[src/rtl/mac_sequencer.sv]
`timescale 1ns/1ps
`default_nettype none
// ============================================================================
// Module   : mac_sequencer
// Purpose  : Streams operand pairs into a 3-stage MAC and collects each
//            finished signed dot product into a small valid/ready FIFO.
// Revision : 1.0 - initial release
// ============================================================================
module mac_sequencer #(
    parameter int DATA_WIDTH = 16,
    parameter int LEN_W      = 8,
    parameter int RES_DEPTH  = 4
) (
    input  logic                    clk,
    input  logic                    reset,
    input  logic                    start,
    input  logic [LEN_W-1:0]        cfg_len,
    input  logic [LEN_W-1:0]        cfg_count,
    output logic                    busy,
    output logic                    done,
    input  logic                    in_valid,
    output logic                    in_ready,
    input  logic [DATA_WIDTH-1:0]   in_a,
    input  logic [DATA_WIDTH-1:0]   in_b,
    output logic [DATA_WIDTH-1:0]   mac_a,
    output logic [DATA_WIDTH-1:0]   mac_b,
    output logic                    mac_load,
    input  logic [2*DATA_WIDTH-1:0] mac_acc,
    output logic                    res_valid,
    input  logic                    res_ready,
    output logic [2*DATA_WIDTH-1:0] res_data,
    output logic                    res_last
);

    localparam int c_AW = $clog2(RES_DEPTH);
    localparam int c_CW = c_AW + 2;
    localparam int c_RW = 2*DATA_WIDTH + 1;

    typedef enum logic [1:0] {
        S_IDLE  = 2'd0,
        S_RUN   = 2'd1,
        S_DRAIN = 2'd2
    } state_t;

    typedef struct packed {
        logic valid;
        logic first;
        logic last;
        logic fin;
    } tag_t;

    state_t             r_state, w_state_nxt;
    logic [LEN_W-1:0]   r_len, r_count, r_elem, r_vec;
    tag_t               r_s1, r_s2, w_s0;
    logic               r_s3_valid, r_s3_last, r_s3_fin;
    logic               r_done;

    logic [c_RW-1:0]    r_mem [RES_DEPTH];
    logic [c_AW-1:0]    r_wr_ptr, r_rd_ptr;
    logic [c_AW:0]      r_fifo_cnt;

    logic               w_beat, w_first, w_last, w_final, w_start_ok;
    logic               w_push, w_pop, w_drain_done;
    logic [c_CW-1:0]    w_pending;
    logic [c_RW-1:0]    w_head;

    // Results already queued plus those still in flight; bounds FIFO occupancy.
    assign w_pending = c_CW'(r_fifo_cnt)
                     + c_CW'(r_s1.valid & r_s1.last)
                     + c_CW'(r_s2.valid & r_s2.last)
                     + c_CW'(r_s3_valid & r_s3_last);

    assign in_ready   = (r_state == S_RUN) && (w_pending < c_CW'(RES_DEPTH));
    assign w_beat     = in_valid && in_ready;
    assign w_first    = (r_elem == '0);
    assign w_last     = (r_elem == r_len - 1'b1);
    assign w_final    = w_last && (r_vec == r_count - 1'b1);
    assign w_start_ok = (r_state == S_IDLE) && start && (cfg_len != '0) && (cfg_count != '0);

    // Idle cycles feed zeros so the accumulator simply holds.
    assign mac_a    = w_beat ? in_a : '0;
    assign mac_b    = w_beat ? in_b : '0;
    assign mac_load = r_s2.valid && r_s2.first;

    assign w_push    = r_s3_valid && r_s3_last;
    assign res_valid = (r_fifo_cnt != '0);
    assign w_pop     = res_valid && res_ready;
    assign w_head    = r_mem[r_rd_ptr];
    assign res_data  = res_valid ? w_head[c_RW-1:1] : '0;
    assign res_last  = res_valid && w_head[0];

    assign w_drain_done = w_pop && res_last && (r_fifo_cnt == (c_AW+1)'(1))
                        && !r_s1.valid && !r_s2.valid && !r_s3_valid;

    assign busy = (r_state != S_IDLE);
    assign done = r_done;

    always_comb begin
        w_s0        = '0;
        w_s0.valid  = w_beat;
        w_s0.first  = w_beat && w_first;
        w_s0.last   = w_beat && w_last;
        w_s0.fin    = w_beat && w_final;
    end

    always_comb begin
        w_state_nxt = r_state;
        case (r_state)
            S_IDLE:  if (w_start_ok)          w_state_nxt = S_RUN;
            S_RUN:   if (w_beat && w_final)   w_state_nxt = S_DRAIN;
            S_DRAIN: if (w_drain_done)        w_state_nxt = S_IDLE;
            default:                          w_state_nxt = S_IDLE;
        endcase
    end

    always_ff @(posedge clk or negedge reset) begin
        if (!reset) begin
            r_state <= S_IDLE;
            r_done  <= 1'b0;
        end else begin
            r_state <= w_state_nxt;
            r_done  <= (r_state == S_DRAIN) && w_drain_done;
        end
    end

    always_ff @(posedge clk or negedge reset) begin
        if (!reset) begin
            r_len   <= '0;
            r_count <= '0;
            r_elem  <= '0;
            r_vec   <= '0;
        end else if (w_start_ok) begin
            r_len   <= cfg_len;
            r_count <= cfg_count;
            r_elem  <= '0;
            r_vec   <= '0;
        end else if (w_beat) begin
            if (w_last) begin
                r_elem <= '0;
                r_vec  <= r_vec + 1'b1;
            end else begin
                r_elem <= r_elem + 1'b1;
            end
        end
    end

    // Tag stages line up with the MAC operand, product and accumulator registers.
    always_ff @(posedge clk or negedge reset) begin
        if (!reset) begin
            r_s1       <= '0;
            r_s2       <= '0;
            r_s3_valid <= 1'b0;
            r_s3_last  <= 1'b0;
            r_s3_fin   <= 1'b0;
        end else begin
            r_s1       <= w_s0;
            r_s2       <= r_s1;
            r_s3_valid <= r_s2.valid;
            r_s3_last  <= r_s2.last;
            r_s3_fin   <= r_s2.fin;
        end
    end

    always_ff @(posedge clk or negedge reset) begin
        if (!reset) begin
            r_wr_ptr   <= '0;
            r_rd_ptr   <= '0;
            r_fifo_cnt <= '0;
        end else begin
            if (w_push) r_wr_ptr <= r_wr_ptr + 1'b1;
            if (w_pop)  r_rd_ptr <= r_rd_ptr + 1'b1;
            case ({w_push, w_pop})
                2'b10:   r_fifo_cnt <= r_fifo_cnt + 1'b1;
                2'b01:   r_fifo_cnt <= r_fifo_cnt - 1'b1;
                default: r_fifo_cnt <= r_fifo_cnt;
            endcase
        end
    end

    always_ff @(posedge clk) begin
        if (w_push) r_mem[r_wr_ptr] <= {mac_acc, r_s3_fin};
    end

endmodule
`default_nettype wire

[config.mk]
export PLATFORM = sky130hd
export DESIGN_NAME = mac_sequencer
export DESIGN_NICKNAME = d
export VERILOG_FILES = /design/src/rtl/mac_sequencer.sv
export SDC_FILE = /design/constraint.sdc
export NUM_CORES = 1
export LEC_CHECK = 0
export CAP_MARGIN = 20
export CORE_MARGIN = 2
export CORE_UTILIZATION = 56
export DETAILED_ROUTE_END_ITERATION = 16
export PLACE_DENSITY_LB_ADDON = 0.1
export SLEW_MARGIN = 10
export SYNTH_ARGS = -nofsm -noshare
export SYNTH_HDL_FRONTEND = slang
export SYNTH_SLANG_ARGS = --single-unit
[constraint.sdc]
create_clock -name clk -period 5.35 [get_ports clk]
set_clock_uncertainty 0.15 [all_clocks]
set_input_delay 1.07 -clock clk [delete_from_list [all_inputs] [get_ports clk]]
set_output_delay 1.07 -clock clk [all_outputs]
set_load 0.01 [all_outputs]
==> results.py <==
metrics = {
    "status": {
        "status": "finished, final reports clean",
    },
    "die": {
        "ios": 155,
        "core-area_um2": 13990,
        "die_y_um": 124.2,
        "dieArea_um2": 15440,
        "start_util": 0.5788,
        "rows": 43,
        "die_w_um": 124.2,
    },
    "synthesis": {
        "synth_area_leaders": "edfxtp_1 (49%), dfrtp_1 (16%), mux4_2 (9.2%)",
        "synth.distinct_cells": 53,
        "syn_inst": 547,
        "yosys_warnings": 0,
        "ys.flop_type": "edfxtp_1",
        "netlist.area_leader.share": 0.4896,
        "synth.most_common_cell": "edfxtp_1",
        "yosysTopAreaCell": "edfxtp_1",
        "synth_enable_flop_cells": 132,
        "yosys-top-cells-count": "edfxtp_1 (132), nand2_1 (55), dfrtp_1 (53)",
        "avgSynthCellArea_um2": 14.80,
        "syn_nets": 648,
        "syn_area_um2": 8097,
        "yosysSeqAreaShare": 0.6534,
        "synth_seq_cells": 185,
        "synth-async-reset-ratio": 0.2865,
    },
    "timing": {
        "max_freq_ghz": 0.2253,
        "slew_violations": 0,
        "finalSetupViolCount": 0,
        "min_period_over_period": 0.8295,
        "slew_headroom": 0.3915,
        "rsz0062_at_grt": "no",
        "hold_viol": 0,
        "finalSetupTns_ns": 0,
        "worst_slew_pin_slew_ns": 0.9128,
        "layout_min_cycle_time_ns": 4.438,
    },
    "critical_path": {
        "arrival_ns": 3.22,
        "crit_required_ns": 4.13,
        "cp_max_fo": 34,
        "worst_setup_path_end_kind": "output port",
        "r2r_cells": 11,
        "critPathLaunchType": "flop",
        "path_class": "reg2out",
        "r2r_slack_ns": 1.76,
    },
    "place": {
        "numPortBuffers": 154,
        "dp_hpwl_um": 10660,
        "gp_congestion": 0.7904,
    },
    "routing": {
        "drt_wl_total_um": 16460,
        "wl_per_cell_um": 18.41,
        "dr.pass1.iters": 4,
        "drc": 0,
        "drtIter0Drc": 400,
        "post_drt_via_cell_ratio": 5.644,
        "detail-route-antenna-nets": 0,
        "vias": 5046,
    },
    "global_routing": {
        "grt_antenna_before_repair": 0,
        "grt_pass1_vias": 5391,
        "grt_max_degree": 54,
        "track_usage": 0.2242,
        "grt_pass1_wl_um": 27470,
        "gr-total-overflow": 0,
    },
    "clock_network": {
        "cts_hold_buf": 0,
        "ctsLongestPathBuffers": 2,
        "cts_setup_buffers": 0,
        "clkLatencyLatePin_ns": 0.42,
        "cts_resized": 0,
        "clock-sinks": 185,
        "cts_max_level": 4,
        "cts_root_buf": "clkbuf_16",
        "cts_made_buffers": 17,
        "cts_tree": "built",
        "path_clk_slew_ns": 0.06,
    },
    "final_layout": {
        "area_growth_pct": 29.13,
        "drive_gt1_frac": 0.1176,
        "nNetsFinal": 802,
        "diodes": 0,
    },
    "power": {
        "powerDensity_nw_per_um2": 435.8,
        "power_frac_seq": 0.386,
        "power_w": 0.004556,
        "p_leak_nw": 3.990,
        "p_sw_w": 0.001265,
        "intPower_w": 0.003292,
        "swShare": 0.2776,
        "comb_power_share": 0.318,
        "ir_drop_uv": 225.2,
        "power.share.clock": 0.296,
    },
    "job": {
        "cap_violations": 0,
    },
    "worst_hold_path": {
        "hold_path.class": "reg2reg",
        "hold_depth": 0,
    },
}
final cells by class:
class / instances / area [µm²]
multi-input cells: 320 / 2643
flip-flops and latches: 185 / 5291
clock buffers: 17 / 425.4
well taps: 180 / 225.2
inverters: 17 / 63.81
fillers: 859 / 3533
repair buffers: 160 / 1582
clock inverters: 15 / 225.2
logic make-up (layout without fill, tap and decap cells):
group | after synthesis | count (layout) | share of synthesized area
AO/OA/AOI/OAI | 37 | 37 | 0.02905
XOR/XNOR | 33 | 33 | 0.03570
adder cells (fa/ha/maj) | 17 | 17 | 0.02689
buffers and inverters | 42 | 209 | 0.02086
flip-flops | 185 | 185 | 0.6534
multiplexers | 34 | 34 | 0.09303
AND/OR/NAND/NOR | 199 | 199 | 0.1411
per-stage QoR:
step           instances  worst slack, ns  hold slack (ns)  instance area [µm²]  utilization
2_1_floorplan        547            1.955           0.1812                 8097            -
6_report             894           0.9121           0.1999                10460       0.7474
3_5_place_dp         862            1.229           0.1897                 9804       0.7009
4_1_cts              894           0.8946           0.2038                10460       0.7474
5_1_grt              894           0.7471           0.2113                10460       0.7474
3_3_place_gp         862            1.360           0.1874                 9804       0.7009
layer usage:
metal,routed length [µm],vias up,global-route usage,share of wire
met1,6779,2515,0.2794,0.41
met2,8659,167,0.4024,0.53
met4,129,0,0.05089,0.0078
met5,0,-,0,0
met3,888,13,0.04948,0.054
li1,-,2351,-,-
sequential cells by signal (all words and copies together), names as in the netlist:
signal,cells
r_count,8
r_s3_valid,1
r_s3_fin,1
r_rd_ptr,2
r_elem,8
r_wr_ptr,2
r_state,2
r_len,8
r_fifo_cnt,3
r_mem,132
done,1
r_s3_last,1
r_s2,4
r_s1,4
r_vec,8
final timing paths:
kind                                           end                  from
max                                      mac_b[11]  r_s3_valid$_DFF_PN0_
min                             r_s3_fin$_DFF_PN0_     r_s2[0]$_DFF_PN0_
max reg2reg                 r_state[0]$_DFFE_PN0P_  r_s3_valid$_DFF_PN0_
min reg2reg                     r_s3_fin$_DFF_PN0_     r_s2[0]$_DFF_PN0_
max in group asynchronous  r_rd_ptr[0]$_DFFE_PN0N_                 reset
min in group asynchronous     r_len[5]$_DFFE_PN0P_                 reset
layout by cell type, fill, tap and decap left out, types with 6 or more instances in the layout:
cell type	count
a21oi_1	7
edfxtp_1	132
dfrtp_1	52
inv_1	16
nand4_1	6
o21ai_0	10
and3_1	37
and2_1	36
buf_4	6
xnor2_1	19
clkbuf_16	17
clkdlybuf4s50_1	153
nor2_1	12
nor4_1	6
nand2_1	55
xor2_1	14
nand3_1	9
ha_1	15
mux4_2	33
worst max-delay path, cell delays in order, from the launching register on:
cell             delay, ns
dfrtp_1               0.43
nand2_1               0.15
inv_1                 0.10
fa_1                  0.39
ha_1                  0.28
and4_4                0.18
nor4_4                0.21
buf_4                 0.31
and3_1                0.20
clkdlybuf4s50_1       0.55
power groups by stage:
stage / sequential (W) / clock [W] / combinational (W)
floorplan: 0.00170 / 0 / 0.000874
global placement: 0.00179 / 0 / 0.00142
detailed placement: 0.00179 / 0 / 0.00145
CTS: 0.00176 / 0.00137 / 0.00147
global route: 0.00178 / 0.00143 / 0.00156
finish: 0.00176 / 0.00135 / 0.00145
Note: power is estimated with default switching activity, not from simulation.
==> RTL change, RTL diff (same settings) <==
The parameter `LEN_W` goes from 8 to 4.
--- a/src/rtl/mac_sequencer.sv
+++ b/src/rtl/mac_sequencer.sv
@@ -10,3 +10,3 @@
     parameter int DATA_WIDTH = 16,
-    parameter int LEN_W      = 8,
+    parameter int LEN_W      = 4,
     parameter int RES_DEPTH  = 4
Interface: changed (resized cfg_count and cfg_len); port bits go from 155 to 147. The function was not compared with the original's and may differ.
==> RTL change against the original RTL <==
Sequential cell count is 16 lower. Setup slack got worse by 520 ps. Core utilization about the same. Synthesized area decreased by 12%. Design area shrank 11%. Wire length shrank 17%. Total power is 0.10% lower. First-iteration DRC count fell by 29%. Highest routed layer unchanged.
==> RTL change: results (changes against the original RTL) <==
[outcome]
status=completed

[logic_synthesis]
synth_fa_ha_area_frac=0.0293  ; +0.00240
synth_seq_area_share=0.690  ; +0.0362
synthTopCellsByArea=edfxtp_1 (56%), dfrtp_1 (13%), mux4_2 (10%)
synth_fp_nets=522  ; -19%
synth_mux_area_frac=0.110  ; +0.0174
async_flop_share=0.219  ; -0.0676
syn_inst=429  ; -22%
synth_compound_area_frac=0.0187  ; -0.0103
yosys.area_share.xor_xnor=0.0229  ; -0.0128
yosys-top-cells-count=edfxtp_1 (132), and2_1 (68), dfrtp_1 (37), mux4_2 (33), nand2_1 (29)
synth.distinct_cells=42  ; -21%

[grt]
use_met1=0.261  ; -0.0181
grt_pass1_vias=4266  ; -21%
grt_start_max_net_pins=38  ; -30%
grtUsageTotal=0.213  ; -0.0110
grt_util_met3=0.0581  ; +0.00864
grtUsageMet2=0.370  ; -0.0323
grt_pass1_wl_mm=21.2  ; -23%

[routing]
drt_iter0_drc=283  ; -29%
routed-wl-met2_mm=7.14  ; -18%
wl_mm=13.6  ; -17%
vias=4092  ; -19%
m1WireLength_mm=5.43  ; -20%
dr_wl_met3_um=902  ; +1.6%
drc=0  ; unchanged

[sta]
timing.final.crit_share=0.926  ; +0.0967
relSlewSlack=0.375  ; -0.0160

[power]
pwr-share-clk=0.274  ; -0.022
vdd_drop_max_mv=0.267  ; +18%
pg_seq_uw=1720  ; -2%
post-layout-total-power_uw=4550  ; -0.10%
leakage_uw=0.00335  ; -16%
internal_power_uw=3230  ; -2.0%

[finish]
fin_nets=670  ; -16%
final_cell_count_no_fill=762  ; -15%
largest_reg_flops=132  ; unchanged
drive_above_1_share=0.125  ; +0.00778
fill_cells=791  ; -7.9%

[critical_path]
critPathArrivalTime_ps=3740  ; +520 ps
r2r_slack_ps=2150  ; +390 ps
cp_max_fo=37  ; +8.8%

[placed_design]
placedCellCount=730  ; -15%
portBuffers=146  ; -5.2%
dpl.hpwl_mm=8.65  ; -19%
gp_congestion=0.743  ; -6.0%
dpl_worst_slack_ps=828  ; -401 ps

[clocking]
clk_path_buf_depth=2  ; unchanged
cts_max_level=4  ; unchanged

[worst_hold_path]
min-delay-path-class=flip-flop to flip-flop

RTL change: changes by cell type in the layout (fill, tap and decap cells not counted), moves of 4 or more:
| cell | delta |
|---|---|
| and3_1 | -36 |
| and2_1 | +32 |
| nand2_1 | -26 |
| dfrtp_1 | -17 |
| xor2_1 | -10 |
| nor2_1 | -9 |
| clkdlybuf4s50_1 | -7 |
| o21ai_0 | -7 |
| xnor2_1 | -7 |
| nand4_1 | -5 |
| a21oi_1 | -4 |
| o31ai_1 | -4 |
RTL change: worst max-delay path: stages, from the launching register on:
cell	delay (ps)
dfrtp_1	430
nand2_1	140
inv_1	90
fa_1	390
ha_1	200
nor4b_2	270
nand3_1	330
inv_1	680
and2_1	220
clkdlybuf4s50_1	540
RTL change: area by class of cell:
class	instances	area, um^2	share of cell area
multi-input cells	224	2060	0.221
well taps	172	215	0.0231
repair buffers	150	1490	0.160
clock inverters	13	175	0.0188
flip-flops and latches	169	4890	0.525
clock buffers	19	433	0.0464
inverters	15	56.3	0.00604
RTL change: worst paths after layout:
| kind | from | to | cells after the start |
|---|---|---|---|
| setup / recovery | r_s3_valid$_DFF_PN0_ | mac_a[6] | 9 |
| hold / removal | r_s1[2]$_DFF_PN0_ | r_s2[2]$_DFF_PN0_ | 0 |
| setup reg to reg | r_s3_valid$_DFF_PN0_ | r_elem[3]$_DFFE_PN0P_ | 9 |
| hold reg to reg | r_s1[2]$_DFF_PN0_ | r_s2[2]$_DFF_PN0_ | 0 |
| max in group asynchronous | reset | r_rd_ptr[0]$_DFFE_PN0N_ | 2 |
| min in group asynchronous | reset | r_len[1]$_DFFE_PN0P_ | 2 |
RTL change: through the flow:
step	hold WS [ps]	instance area [um^2]
after floorplan	181	7090
after global placement	188	8710
after detailed placement	186	8710
after CTS	200	9320
after global routing	213	9320
final	199	9320
